--- src/rtl/ps2_pkg.sv ---
// Shared PS/2 types, frame constants and parity helper, used by the host receiver and transmitter.
package ps2_pkg;

    typedef enum logic [1:0] {
        IDLE = 2'd0,
        DPS  = 2'd1,
        LOAD = 2'd2
    } ps2_rx_state_t;

    localparam int PS2_FRAME_BITS = 11;

    // Parity bit that makes data plus parity contain an odd number of ones.
    function automatic logic odd_parity(input logic [7:0] data);
        return ~(^data);
    endfunction

endpackage

--- src/rtl/ps2_clk_filter.sv ---
// PS/2 clock conditioning: 2-flop synchroniser, FILTER_LEN-sample glitch filter
// and a one-cycle pulse on each falling edge of the filtered clock.
module ps2_clk_filter #(
    parameter int FILTER_LEN = 8
) (
    input  logic clk,
    input  logic reset,
    input  logic ps2c_i,
    output logic fall_o
);

    logic [1:0]            sync_q;
    logic [FILTER_LEN-1:0] filt_q, filt_d;
    logic                  fc_q, fc_d;

    always_ff @(posedge clk or posedge reset) begin
        if (reset) begin
            sync_q <= '0;
            filt_q <= '0;
            fc_q   <= 1'b0;
        end else begin
            sync_q <= {sync_q[0], ps2c_i};
            filt_q <= filt_d;
            fc_q   <= fc_d;
        end
    end

    // The filtered clock only moves once the whole window agrees.
    always_comb begin
        filt_d = {sync_q[1], filt_q[FILTER_LEN-1:1]};
        fc_d   = fc_q;
        if (&filt_q)
            fc_d = 1'b1;
        else if (~|filt_q)
            fc_d = 1'b0;
    end

    assign fall_o = fc_q & ~fc_d;

endmodule

--- src/rtl/ps2_host_rx.sv ---
// PS/2 host receiver: start, 8 data bits LSB first, odd parity, stop.
// Optional watchdog abort of stalled frames is built when PS2RX_WATCHDOG_EN is defined.
module ps2_host_rx
    import ps2_pkg::*;
#(
    parameter int FILTER_LEN     = 8,
    parameter int TIMEOUT_CYCLES = 100000
) (
    input  logic       clk,
    input  logic       reset,
    input  logic       ps2c,
    input  logic       ps2d,
    input  logic       rx_en,
    output logic       rx_idle,
    output logic       rx_done_tick,
    output logic [7:0] dout,
    output logic       parity_err,
    output logic       frame_err,
    output logic       timeout_err
);

    localparam int         WD_W    = $clog2(TIMEOUT_CYCLES);
    localparam logic [3:0] N_START = 4'(PS2_FRAME_BITS - 2);

    typedef logic [WD_W-1:0] wd_cnt_t;

    ps2_rx_state_t state_q, state_d;
    logic [1:0]    dsync_q;
    logic          ps2d_s;
    logic          fall;
    logic [3:0]    n_q, n_d;
    logic [9:0]    b_q, b_d;
    logic [7:0]    dout_q, dout_d;
    logic          perr_q, perr_d;
    logic          ferr_q, ferr_d;
    logic          load_en;
    logic          wd_expire;

    ps2_clk_filter #(
        .FILTER_LEN(FILTER_LEN)
    ) u_clk_filter (
        .clk   (clk),
        .reset (reset),
        .ps2c_i(ps2c),
        .fall_o(fall)
    );

    assign ps2d_s  = dsync_q[1];
    assign load_en = (state_q == DPS) && fall && (n_q == 4'd0);

`ifdef PS2RX_WATCHDOG_EN
    wd_cnt_t wd_q, wd_d;

    // Runs only while waiting for edges inside a frame; every edge restarts it.
    assign wd_d      = (state_q == DPS && !fall) ? wd_q + wd_cnt_t'(1) : '0;
    assign wd_expire = (state_q == DPS) && !fall && (wd_q == wd_cnt_t'(TIMEOUT_CYCLES - 1));

    always_ff @(posedge clk or posedge reset) begin
        if (reset)
            wd_q <= '0;
        else
            wd_q <= wd_d;
    end
`else
    assign wd_expire = 1'b0;
`endif

    always_ff @(posedge clk or posedge reset) begin
        if (reset)
            state_q <= IDLE;
        else
            state_q <= state_d;
    end

    always_comb begin
        state_d = state_q;
        case (state_q)
            IDLE: if (fall && rx_en && !ps2d_s) state_d = DPS;
            DPS: begin
                if (load_en)
                    state_d = LOAD;
                else if (wd_expire)
                    state_d = IDLE;
            end
            LOAD:    state_d = IDLE;
            default: state_d = IDLE;
        endcase
    end

    always_comb begin
        rx_idle      = (state_q == IDLE);
        rx_done_tick = (state_q == LOAD);
        timeout_err  = wd_expire;
    end

    // Result registers load on the stop-bit edge so they are valid with the tick.
    always_comb begin
        n_d    = n_q;
        b_d    = b_q;
        dout_d = dout_q;
        perr_d = perr_q;
        ferr_d = ferr_q;
        if (state_q == IDLE && fall && rx_en && !ps2d_s)
            n_d = N_START;
        if (state_q == DPS && fall) begin
            b_d = {ps2d_s, b_q[9:1]};
            if (n_q != 4'd0)
                n_d = n_q - 4'd1;
        end
        if (load_en) begin
            dout_d = b_d[7:0];
            perr_d = (odd_parity(b_d[7:0]) != b_d[8]);
            ferr_d = ~b_d[9];
        end
    end

    always_ff @(posedge clk or posedge reset) begin
        if (reset) begin
            dsync_q <= 2'b11;
            n_q     <= '0;
            b_q     <= '0;
            dout_q  <= '0;
            perr_q  <= 1'b0;
            ferr_q  <= 1'b0;
        end else begin
            dsync_q <= {dsync_q[0], ps2d};
            n_q     <= n_d;
            b_q     <= b_d;
            dout_q  <= dout_d;
            perr_q  <= perr_d;
            ferr_q  <= ferr_d;
        end
    end

    assign dout       = dout_q;
    assign parity_err = perr_q;
    assign frame_err  = ferr_q;

endmodule

--- config.mk ---
export PLATFORM = sky130hd
export DESIGN_NAME = ps2_host_rx
export DESIGN_NICKNAME = d
export VERILOG_FILES = /design/src/rtl/ps2_pkg.sv /design/src/rtl/ps2_clk_filter.sv /design/src/rtl/ps2_host_rx.sv
export SDC_FILE = /design/constraint.sdc
export NUM_CORES = 1
export LEC_CHECK = 0
export CORE_MARGIN = 4
export CORE_UTILIZATION = 50
export DETAILED_ROUTE_END_ITERATION = 8
export PLACE_DENSITY = 0.75
export SLEW_MARGIN = 20
export SYNTH_ARGS = -nofsm -noshare
export SYNTH_HDL_FRONTEND = slang
export SYNTH_SLANG_ARGS = --single-unit
--- constraint.sdc ---
create_clock -name clk -period 2.3 [get_ports clk]
set_input_delay 0.575 -clock clk [delete_from_list [all_inputs] [get_ports clk]]
set_output_delay 0.575 -clock clk [all_outputs]
set_load 0.01 [all_outputs]
==> results by group <==
Routing
  • DRC viols: 0
  • Vias: 868
  • Wire per inst: 13.5 µm
  • Pre-Repair DR Iteration Count: 4
  • Drt total wl: 2.34 mm
  • DRT iter0 DRCs: 15
  • Antenna violation net count after detailed routing: 0
  • Vias/cell: 5.02

Synthesis
  • Synthesized area: 0.00161 mm²
  • Synth Register Bits: 38
  • Syn nets: 112
  • Number of synthesis warnings: 0
  • Syn Area/Cell: 15.1 µm²
  • Register area share after synthesis: 59.4%
  • Synth cell types: 32
  • Mapped Cells: 106

STA
  • Max Clock Freq: 0.499 GHz
  • Fin crit share: 87.1%
  • Setup TNS Final: 0 ns
  • Fin. max-slew vios: 0
  • Final hold violations: 0
  • Setup violators final: 0
  • RSZ-0062 raised after global routing: false
  • Layout Skew: 0.00843 ns
  • Post-layout min period: 2.00 ns

Place
  • Dpl cells: 166
  • IO buf count: 16
  • Final GP Congestion: 0.764
  • Detailed placement HPWL: 1.70 mm

Clock network
  • Postcts setup bufs: 0
  • H-tree levels: 2
  • Worst-skew pair later-pin latency: 0.33 ns
  • Root Buffer: clkbuf_4
  • Num CTS Buffers: 5
  • CTS max path bufs: 2
  • Clock transition at path regs: 0.10 ns
  • CTS resizes: 0
  • CTS tree: built
  • Clk sink count: 38
  • Hold_buf cts: 0

Floorplan
  • I/O pin total: 18
  • Row cnt: 20
  • DIE WIDTH: 64.7 µm
  • Die footprint: 0.00418 mm²
  • Core area: 0.00305 mm²
  • Die height: 64.7 µm
  • Initial core utilization: 52.6%

Run status
  • Outcome: finished clean

GRT
  • Total gr overflow: 0
  • Global-route wire length before repair: 4.24 mm
  • Pin count of the biggest net entering global routing: 39
  • Number of global-route vias before repair: 903
  • Global Route Usage Sum: 13.6%
  • Initial antenna violation count: 0

Layout
  • Diode count: 0
  • Post-route insts no fill: 173
  • Nets: 135
  • Layout cells sized above 1: 26.4%
  • Area Overhead vs Synth: 16.2%
  • Fillers: 249

Power and ir drop
  • P_leak: 0.867 nW
  • VDD IR max: 0.495 mV
  • Cell Pwr Density: 558 mW/mm²

Worst setup path
  • Startpoint type of the worst setup path: register
  • Reg2reg setup slack: 0.49 ns
  • Crit path arrival time: 1.43 ns
  • Reg2reg end: dout[7]
  • Critical path class: reg2out
  • R2R Path Start: u_clk_filter.filt_q[5]
  • Worst path required time: 1.73 ns
  • FF-to-FF path depth: 4
  • CP Capture Type: output port
  • Crit Path Max Fanout: 4

Min path
  • Hold endpoint: u_clk_filter.filt_q[7]
  • Hold_sp: u_clk_filter.sync_q[1]
  • Worst hold stages: 0
  • Hold Crit Class: reg2reg

Run
  • Max-cap violations: 0
## kinds of logic (layout without fill, tap and decap cells)
logic type | count (synthesis) | in the layout | share of synthesized area (%)
simple gates | 23 | 23 | 12.1
fa+ha+maj | 1 | 1 | 0.779
xor+xnor | 7 | 7 | 4.68
mux | 19 | 19 | 16.5
compound gates | 9 | 9 | 3.74
buf+inv | 8 | 31 | 2.57
other cells | 1 | 1 | 0.234
flops | 38 | 38 | 59.4
## state kept, by name, indices dropped and copies added (netlist names)
register and count:
dout 8, b_q 9, n_q 4, frame_err 1, dsync_q 2, parity_err 1
state_q 2, u_clk_filter.fc_q 1, u_clk_filter.filt_q 8, u_clk_filter.sync_q 2
## cell usage in the layout (no fill, tap or decap)
| master | netlist | layout |
|---|---|---|
| dfrtp_1 | 36 | 36 |
| clkdlybuf4s50_1 | 0 | 16 |
| mux2_4 | 14 | 14 |
| inv_1 | 6 | 6 |
| clkbuf_4 | 0 | 5 |
| nand2_1 | 4 | 4 |
| mux2_2 | 4 | 4 |
| nor3_1 | 4 | 4 |
| xnor2_1 | 4 | 4 |
| nand4_1 | 3 | 3 |
| nor4_4 | 2 | 2 |
| nor2b_1 | 2 | 2 |
| nor2_1 | 2 | 2 |
| o21ai_0 | 2 | 2 |
| a21oi_1 | 2 | 2 |
| xor2_1 | 2 | 2 |
| dfstp_2 | 2 | 2 |
| buf_4 | 1 | 2 |
| nor3b_2 | 1 | 1 |
| nand3_1 | 1 | 1 |
| nor4b_1 | 1 | 1 |
| nand4_4 | 1 | 1 |
| o211ai_1 | 1 | 1 |
| o41ai_1 | 1 | 1 |
| o21a_1 | 1 | 1 |
| a21o_1 | 1 | 1 |
| a2bb2oi_1 | 1 | 1 |
| nand3_2 | 1 | 1 |
| nor2_8 | 1 | 1 |
| mux2i_1 | 1 | 1 |
| xnor3_1 | 1 | 1 |
| ha_1 | 1 | 1 |
| conb_1 | 1 | 1 |
| clkinvlp_4 | 0 | 1 |
| clkbuf_1 | 0 | 1 |
## report_power, final
group / leakage, nW / switching, mW / total (mW) / internal [mW]
clock: 0.0243 / 0.200 / 0.314 / 0.114
sequential: 0.485 / 0.0153 / 0.698 / 0.683
combinational: 0.357 / 0.0177 / 0.0297 / 0.0120
total: 0.867 / 0.233 / 1.04 / 0.809
## metrics by stage
stage / worst slack, ns / cell area, µm² / util [%] / power (mW) / hold slack, ns
floorplan: 0.580 / 1610 / - / 0.727 / 0.331
global placement: 0.417 / 1820 / 59.5 / 0.740 / 0.346
detailed placement: 0.399 / 1820 / 59.5 / 0.742 / 0.336
CTS: 0.271 / 1870 / 61.1 / 1.06 / 0.367
global route: 0.211 / 1870 / 61.1 / 1.10 / 0.374
finish: 0.297 / 1870 / 61.1 / 1.04 / 0.365
## final cells by class
class,count,area [µm²],share of cell area [%]
Multi-Input combinational cell,60,611,32.7
Clock inverter,1,7.51,0.402
Clock buffer,6,41.3,2.21
Timing Repair Buffer,18,175,9.39
Inverter,6,22.5,1.21
Tap cell,44,55.1,2.95
Sequential cell,38,953,51.1
## per-layer routing
layer	track usage (%)	vias to the layer above	routed length, µm
li1	-	413	-
met1	16.1	427	1010
met2	21.8	20	1180
met3	4.85	8	98
met4	7.12	0	55
met5	0	-	0
## Yosys cell counts
| master | count | area share (%) |
|---|---|---|
| dfrtp_1 | 36 | 56 |
| a21o_1 | 1 | 0.47 |
| nor2b_1 | 2 | 0.78 |
| nor3b_2 | 1 | 0.78 |
| xor2_1 | 2 | 1.1 |
| o21a_1 | 1 | 0.47 |
| nor4_4 | 2 | 2.6 |
| a21oi_1 | 2 | 0.62 |
| mux2i_1 | 1 | 0.62 |
| nor3_1 | 4 | 1.2 |
| nand4_4 | 1 | 1.3 |
| dfstp_2 | 2 | 3.3 |
| mux2_2 | 4 | 2.8 |
| ha_1 | 1 | 0.78 |
| inv_1 | 6 | 1.4 |
| o41ai_1 | 1 | 0.55 |
| nand3_2 | 1 | 0.62 |
| nor2_1 | 2 | 0.47 |
| o21ai_0 | 2 | 0.62 |
| nor2_8 | 1 | 1.2 |
| conb_1 | 1 | 0.23 |
| xnor2_1 | 4 | 2.2 |
| buf_4 | 1 | 0.47 |
| mux2_4 | 14 | 13 |
| nor4b_1 | 1 | 0.55 |
| nand4_1 | 3 | 1.2 |
| nand3_1 | 1 | 0.31 |
| nand2_1 | 4 | 0.94 |
| xnor3_1 | 1 | 1.4 |
| buf_6 | 1 | 0.70 |
| o211ai_1 | 1 | 0.47 |
| a2bb2oi_1 | 1 | 0.55 |
## worst max path at each step
| stage | from | to | slack, ns | cells after the start |
|---|---|---|---|---|
| 2_1_floorplan | n_q[0] | dout[0] | 0.58 | 6 |
| 3_3_place_gp | rx_en | n_q[1] | 0.42 | 5 |
| 3_5_place_dp | rx_en | n_q[1] | 0.40 | 5 |
| 4_1_cts | state_q[1] | rx_done_tick | 0.27 | 2 |
| 5_1_grt | state_q[1] | rx_done_tick | 0.21 | 2 |
| 6_report | state_q[1] | rx_done_tick | 0.30 | 2 |
## critical path, stage by stage (launching register included)
cell	delay, ns
dfrtp_1	0.40
nor2b_1	0.15
clkdlybuf4s50_1	0.55
Note: power is estimated with default switching activity, not from simulation.
